$ cat config.mk
export PLATFORM = sky130hd
export DESIGN_NAME = spi_slave
export DESIGN_NICKNAME = d
export VERILOG_FILES = /design/src/rtl/spi_pkg.sv /design/src/rtl/spi_sync_edge.sv /design/src/rtl/spi_slave.sv
export SDC_FILE = /design/constraint.sdc
export NUM_CORES = 1
export LEC_CHECK = 0
export ABC_AREA = 0
export CORE_MARGIN = 2
export CORE_UTILIZATION = 49
export CTS_CLUSTER_SIZE = 16
export DETAILED_ROUTE_END_ITERATION = 10
export PLACE_DENSITY_LB_ADDON = 0.2
export REMOVE_ABC_BUFFERS = 1
export SYNTH_ARGS = -nofsm -noshare
export SYNTH_HDL_FRONTEND = slang
export SYNTH_SLANG_ARGS = --single-unit
$ cat constraint.sdc
create_clock -name clk -period 2.2 [get_ports clk]
set_input_delay 0.22 -clock clk [delete_from_list [all_inputs] [get_ports clk]]
set_output_delay 0.22 -clock clk [all_outputs]
set_load 0.02 [all_outputs]
$ cat src/rtl/spi_pkg.sv
// Shared types and constants for the SPI slave slice.
package spi_pkg;

   localparam int unsigned SPI_DATA_W = 8;

   typedef enum logic [1:0] {
      IDLE,
      LOAD,
      ACTIVE
   } spi_state_e;

   // {CPOL, CPHA}
   localparam logic [1:0] MODE0 = 2'b00;
   localparam logic [1:0] MODE1 = 2'b01;
   localparam logic [1:0] MODE2 = 2'b10;
   localparam logic [1:0] MODE3 = 2'b11;

endpackage

$ cat src/rtl/spi_sync_edge.sv
// Multi-stage synchroniser for an asynchronous pin, with rise/fall detection
// on the synchronised level.
module spi_sync_edge #(
   parameter int unsigned STAGES  = 2,
   parameter bit          RST_VAL = 1'b0
) (
   input  logic clk,
   input  logic rst,
   input  logic d,
   output logic q,
   output logic rise,
   output logic fall
);

   logic [STAGES-1:0] sync_q, sync_d;
   logic              prev_q, prev_d;

   always_comb begin
      sync_d = {sync_q[STAGES-2:0], d};
      prev_d = sync_q[STAGES-1];
   end

   always_ff @(posedge clk) begin
      if (rst) begin
         sync_q <= {STAGES{RST_VAL}};
         prev_q <= RST_VAL;
      end else begin
         sync_q <= sync_d;
         prev_q <= prev_d;
      end
   end

   assign q    = sync_q[STAGES-1];
   assign rise = q & ~prev_q;
   assign fall = ~q & prev_q;

endmodule

$ cat src/rtl/spi_slave.sv
// SPI slave: oversampled SCLK/CS_n/MOSI, parallel RX word with valid pulse,
// held TX word with valid/ready. Define SPI_SLAVE_LSB_FIRST_EN for LSB-first words.
module spi_slave
   import spi_pkg::*;
#(
   parameter int unsigned        DATA_W      = SPI_DATA_W,
   parameter bit                 CPOL        = 1'b0,
   parameter bit                 CPHA        = 1'b0,
   parameter int unsigned        SYNC_STAGES = 2,
   parameter logic [DATA_W-1:0]  DEFAULT_TX  = '0
) (
   input  logic              clk,
   input  logic              rst,
   input  logic              sclk,
   input  logic              cs_n,
   input  logic              mosi,
   output logic              miso,
   output logic              miso_oe,
   input  logic [DATA_W-1:0] tx_data,
   input  logic              tx_valid,
   output logic              tx_ready,
   output logic [DATA_W-1:0] rx_data,
   output logic              rx_valid,
   output logic              busy
);

   localparam int unsigned CNT_W    = $clog2(DATA_W + 1);
   localparam int unsigned SETTLE_W = $clog2(SYNC_STAGES + 1);
   localparam logic [CNT_W-1:0] LAST = CNT_W'(DATA_W - 1);

`ifdef SPI_SLAVE_LSB_FIRST_EN
   localparam int unsigned OUT_BIT = 0;
   function automatic logic [DATA_W-1:0] shift_out(input logic [DATA_W-1:0] w);
      return w >> 1;
   endfunction
   function automatic logic [DATA_W-1:0] shift_in(input logic [DATA_W-1:0] w, input logic b);
      return {b, w[DATA_W-1:1]};
   endfunction
`else
   localparam int unsigned OUT_BIT = DATA_W - 1;
   function automatic logic [DATA_W-1:0] shift_out(input logic [DATA_W-1:0] w);
      return w << 1;
   endfunction
   function automatic logic [DATA_W-1:0] shift_in(input logic [DATA_W-1:0] w, input logic b);
      return {w[DATA_W-2:0], b};
   endfunction
`endif

   logic sclk_s, sclk_rise, sclk_fall;
   logic cs_s, cs_fall, cs_rise_unused;
   logic mosi_s;
   logic [1:0] mosi_edge_unused;

   spi_sync_edge #(.STAGES(SYNC_STAGES), .RST_VAL(CPOL)) u_sync_sclk (
      .clk(clk), .rst(rst), .d(sclk), .q(sclk_s), .rise(sclk_rise), .fall(sclk_fall)
   );
   spi_sync_edge #(.STAGES(SYNC_STAGES), .RST_VAL(1'b1)) u_sync_cs (
      .clk(clk), .rst(rst), .d(cs_n), .q(cs_s), .rise(cs_rise_unused), .fall(cs_fall)
   );
   spi_sync_edge #(.STAGES(SYNC_STAGES), .RST_VAL(1'b0)) u_sync_mosi (
      .clk(clk), .rst(rst), .d(mosi), .q(mosi_s),
      .rise(mosi_edge_unused[0]), .fall(mosi_edge_unused[1])
   );

   logic lead_ev, trail_ev, sample_ev, shift_ev;
   assign lead_ev   = CPOL ? sclk_fall : sclk_rise;
   assign trail_ev  = CPOL ? sclk_rise : sclk_fall;
   assign sample_ev = CPHA ? trail_ev : lead_ev;
   assign shift_ev  = CPHA ? lead_ev : trail_ev;

   spi_state_e        state_q, state_d;
   logic [DATA_W-1:0] hold_q, hold_d;
   logic              hold_vld_q, hold_vld_d;
   logic [DATA_W-1:0] tx_sh_q, tx_sh_d;
   logic [DATA_W-1:0] rx_sh_q, rx_sh_d;
   logic [CNT_W-1:0]  cnt_q, cnt_d;
   logic              done_q, done_d;
   logic              drv_q, drv_d;
   logic              miso_q, miso_d;
   logic [DATA_W-1:0] rx_data_q, rx_data_d;
   logic              rx_valid_q, rx_valid_d;
   logic [SETTLE_W-1:0] settle_q, settle_d;
   logic              armed_q, armed_d;
   logic              settle_done, take_word;
   logic [DATA_W-1:0] load_word;

   assign settle_done = (settle_q == SETTLE_W'(SYNC_STAGES));

   always_comb begin
      state_d    = state_q;
      hold_d     = hold_q;
      hold_vld_d = hold_vld_q;
      tx_sh_d    = tx_sh_q;
      rx_sh_d    = rx_sh_q;
      cnt_d      = cnt_q;
      done_d     = 1'b0;
      drv_d      = drv_q;
      miso_d     = drv_q;
      rx_data_d  = rx_data_q;
      rx_valid_d = 1'b0;
      take_word  = 1'b0;
      load_word  = hold_vld_q ? hold_q : DEFAULT_TX;
      settle_d   = settle_done ? settle_q : settle_q + 1'b1;
      // Frames only start once cs_n has been seen high after reset, so a reset
      // inside a frame ignores the rest of it.
      armed_d    = armed_q | (settle_done & cs_s);

      if (tx_valid && !hold_vld_q) begin
         hold_d     = tx_data;
         hold_vld_d = 1'b1;
      end

      unique case (state_q)
         IDLE: begin
            if (armed_q && cs_fall) state_d = LOAD;
         end
         LOAD: begin
            take_word = 1'b1;
            cnt_d     = '0;
            rx_sh_d   = '0;
            if (CPHA) begin
               tx_sh_d = load_word;
            end else begin
               drv_d   = load_word[OUT_BIT];
               tx_sh_d = shift_out(load_word);
            end
            state_d = cs_s ? IDLE : ACTIVE;
         end
         ACTIVE: begin
            if (done_q) begin
               rx_data_d  = rx_sh_q;
               rx_valid_d = 1'b1;
               cnt_d      = '0;
               if (cs_s) begin
                  state_d = IDLE;
               end else begin
                  take_word = 1'b1;
                  tx_sh_d   = load_word;
               end
            end else if (cs_s && !(sample_ev && cnt_q == LAST)) begin
               state_d = IDLE;
            end else begin
               if (sample_ev) begin
                  rx_sh_d = shift_in(rx_sh_q, mosi_s);
                  cnt_d   = cnt_q + 1'b1;
                  done_d  = (cnt_q == LAST);
               end
               if (shift_ev) begin
                  drv_d   = tx_sh_q[OUT_BIT];
                  tx_sh_d = shift_out(tx_sh_q);
               end
            end
         end
         default: state_d = IDLE;
      endcase

      if (take_word && hold_vld_q) hold_vld_d = 1'b0;
   end

   always_ff @(posedge clk) begin
      if (rst) begin
         state_q    <= IDLE;
         hold_q     <= '0;
         hold_vld_q <= 1'b0;
         tx_sh_q    <= '0;
         rx_sh_q    <= '0;
         cnt_q      <= '0;
         done_q     <= 1'b0;
         drv_q      <= 1'b0;
         miso_q     <= 1'b0;
         rx_data_q  <= '0;
         rx_valid_q <= 1'b0;
         settle_q   <= '0;
         armed_q    <= 1'b0;
      end else begin
         state_q    <= state_d;
         hold_q     <= hold_d;
         hold_vld_q <= hold_vld_d;
         tx_sh_q    <= tx_sh_d;
         rx_sh_q    <= rx_sh_d;
         cnt_q      <= cnt_d;
         done_q     <= done_d;
         drv_q      <= drv_d;
         miso_q     <= miso_d;
         rx_data_q  <= rx_data_d;
         rx_valid_q <= rx_valid_d;
         settle_q   <= settle_d;
         armed_q    <= armed_d;
      end
   end

   assign miso     = miso_q;
   assign miso_oe  = (state_q != IDLE);
   assign tx_ready = ~hold_vld_q;
   assign rx_data  = rx_data_q;
   assign rx_valid = rx_valid_q;
   assign busy     = armed_q & ~cs_s;

endmodule
==> flow_summary.toml <==
[outcome]
run_status = "complete, no violations"

[worst_hold_path]
hold_start = "u_sync_cs.sync_q[0]"
holdPathStages = 1
worst_hold_path.endpoint = "u_sync_cs.sync_q[1]"
hold_path.class = "flop to flop"

[critical_path]
biggest_fanout_along_the_worst_timing_path = 15
timing.critical_path.from_type = "flop"
cp_data_required_time_ps = 2450
ff2ff_setup_slack_ps = 240
worst-setup-path-type = "flop to flop"
worstPathCellList = "inv_1 > ha_1 > and2_0 > a22o_1 > a22oi_1 > a21oi_1"
critical_path.endpoint_type = "flop"
combined_buffer_and_inverter_count_along_the_critical_path = 1
worst_r2r_startpoint = "state_q[0]"
max_stage_delay_ps = 700
worst_ep_arrival_time_ps = 2210
reg2regPathDepth = 6
slowest_stage = "sky130_fd_sc_hd__and2_0"
worst_path_dominant_cell_family = "simple AND/OR/NAND/NOR gates"
rr_endpoint = "tx_sh_q[5]"

[grt]
globalRouteOverflowTotal = 0
grt_start_max_net_pins = 26
grt_util_all_layers_pct = 18.53
antenna_found_initial = 0
wire_length_of_the_first_global_routing_pass_mm = 7.500
grt_pass1_vias = 1677

[placed_design]
place_congestion = 0.7649
place.port_buffers = 26
dp.final_hpwl_mm = 2.870
detailedPlace.worstSlack_ps = 275.0

[logic_synthesis]
synth_edf_count = 0
ys_warn_count = 0
synth_cell_types = 38
yosys-top-cells-area = "sky130_fd_sc_hd__dfxtp_1, sky130_fd_sc_hd__a21oi_1, sky130_fd_sc_hd__nand2_1, sky130_fd_sc_hd__ha_1, sky130_fd_sc_hd__nor2b_1"
asyncSetResetFlopFracSynth_pct = 0
synth-seq-cells = 54
synth_top_area_share_pct = 49.06
mean_instance_size_in_the_synthesized_netlist_um2 = 8.607
post_synth_inst_count = 256
synth_area_um2 = 2203
seq_area_frac_synth_pct = 49.06
netlist.top_cell.by_area = "sky130_fd_sc_hd__dfxtp_1"
synth_top_flop_cell = "sky130_fd_sc_hd__dfxtp_1"

[cts]
cts_hold_buffers = 0
clock-root-buffer = "sky130_fd_sc_hd__clkbuf_8"
clock-sinks = 54
cts_setup_buffers = 0
htree_depth = 2
tritoncts = "yes"
clk_pin_slew_worst_paths_ps = 100
numCtsBuffers = 5
clock_insertion_delay_worst_skew_ps = 320
ctsResizeCount = 0
clockBufferDepth = 2

[detailed_routing]
drt-vias-per-instance = 5.333
highest_layer = "met4"
route.met3.wl_um = 184
detailroute.via_count = 1776
first_iter_violations = 42
met2RoutedLength_mm = 1.980
drc_errors = 0
wire_length_reported_by_the_detailed_router_mm = 4.159
first_pass_iters = 4
wl_per_cell_um = 12.49
drt.antenna.violating_nets = 0
wl_met1_mm = 1.930

[floorplan]
die_area_um2 = 5049
fp.coreArea_um2 = 4354
die_h_um = 71.06
start_util_pct = 50.60
ioPinCount = 27
die_boundary_width_um = 71.06
num_rows = 24

[sta]
finalHoldViolCount = 0
worst_clock_skew_ps = 9.806
report.final.setup_viol = 0
slew_violations = 0
crit_share_post_route_pct = 89.26
actual_transition_at_the_worst_max_transition_pin_ps = 837.9
timing.final.crit_period_ps = 1964
tns_ps = 0
rsz0062_at_grt = "false"
maxSlewHeadroom_pct = 44.11
max_freq_mhz = 509.3
setup_ws_ps = 236.4

[cells_and_area]
areaGrowthSynthToFinish_pct = 18.97
total_area_of_multi_input_combinational_cells_um2 = 1005
layout_commonest_cell = "sky130_fd_sc_hd__dfxtp_1"
layout_cell_share_with_drive_strength_beyond_1_pct = 7.117
mostFrequentLayoutCells = "sky130_fd_sc_hd__dfxtp_1, sky130_fd_sc_hd__nand2_1, sky130_fd_sc_hd__a21oi_1"
design.final.nets = 300
number_of_fill_cells_in_the_layout = 408
sequential_cell_area_um2 = 1081
diodes = 0

[power_and_ir_drop]
power.leakage_nw = 0.9688
pwr_density_cell_nw_per_um2 = 832.2
maximum_ir_drop_on_the_vdd_rail_uv = 463.6

[job]
timing.max_cap.violations = 0
report_power, final:
part | total, mW | leakage (nW) | internal (mW) | switching, mW
logic | 0.372 | 0.470 | 0.169 | 0.203
registers | 1.12 | 0.439 | 1.07 | 0.0541
clock network | 0.686 | 0.0591 | 0.347 | 0.338
total | 2.18 | 0.969 | 1.59 | 0.595
sequential cells by signal, indices dropped and copies added (netlist names), 2 cells and up:
name                cells
hold_q                  8
rx_data                 8
rx_sh_q                 8
tx_sh_q                 8
cnt_q                   4
settle_q                2
state_q                 2
u_sync_cs.sync_q        2
u_sync_mosi.sync_q      2
u_sync_sclk.sync_q      2
metrics by stage:
stage / hold slack (ps) / instances / cell area, um2 / power [mW] / util, %
global route: 445.7 / 333 / 2621 / 2.306 / 60.20
finish: 416.9 / 333 / 2621 / 2.181 / 60.20
CTS: 422.7 / 333 / 2621 / 2.204 / 60.20
detailed placement: 399.3 / 325 / 2505 / 1.516 / 57.53
floorplan: 289.1 / 240 / 2127 / 1.385 / -
global placement: 391.6 / 325 / 2505 / 1.509 / 57.53
cell type report:
cell class                 count  share of cell area (%)
tap                           52                   2.482
inverter                      11                   1.575
sequential                    54                   41.24
multi-input combinational    175                   38.33
timing repair buffer          33                   11.93
clock inverter                 3                   1.814
clock buffer                   5                   2.625
synth_stat cells (2+ instances only):
library cell                n
sky130_fd_sc_hd__dfxtp_1   54
sky130_fd_sc_hd__nand2_1   46
sky130_fd_sc_hd__a21oi_1   36
sky130_fd_sc_hd__inv_1     11
sky130_fd_sc_hd__clkbuf_1  10
sky130_fd_sc_hd__nand3_1   10
sky130_fd_sc_hd__nor2_1    10
sky130_fd_sc_hd__nor2b_1   10
sky130_fd_sc_hd__o21ai_0    8
sky130_fd_sc_hd__a22o_1     7
sky130_fd_sc_hd__a22oi_1    7
sky130_fd_sc_hd__ha_1       6
sky130_fd_sc_hd__nand2b_1   5
sky130_fd_sc_hd__buf_2      4
sky130_fd_sc_hd__or2_2      4
sky130_fd_sc_hd__a21o_1     2
sky130_fd_sc_hd__and3_1     2
sky130_fd_sc_hd__nand4_1    2
sky130_fd_sc_hd__o311a_1    2
sky130_fd_sc_hd__o31ai_1    2
kinds of logic after synthesis:
logic type | after synthesis | share of synthesized area, %
simple gates | 93 | 19.70
buf+inv | 27 | 5.338
mux | 1 | 0.4543
flops | 54 | 49.06
xor+xnor | 1 | 0.3976
compound gates | 74 | 21.64
fa+ha+maj | 6 | 3.407
metal layers:
metal  up-vias  GRT usage (%)
met2        36          31.88
met4         0          6.918
met5         -              0
met1       801          22.33
li1        932              -
met3         7          4.701
how the worst max path moves through the flow:
stage	endpoint	slack (ps)	cells after the start	from
finish	tx_sh_q[5]	240	6	state_q[0]
global route	tx_sh_q[5]	20	6	state_q[0]
CTS	tx_sh_q[5]	230	6	state_q[0]
detailed placement	tx_sh_q[5]	280	6	state_q[0]
global placement	tx_sh_q[5]	360	6	state_q[0]
floorplan	tx_sh_q[0]	330	6	state_q[0]
Note: power is estimated with default switching activity, not from simulation.
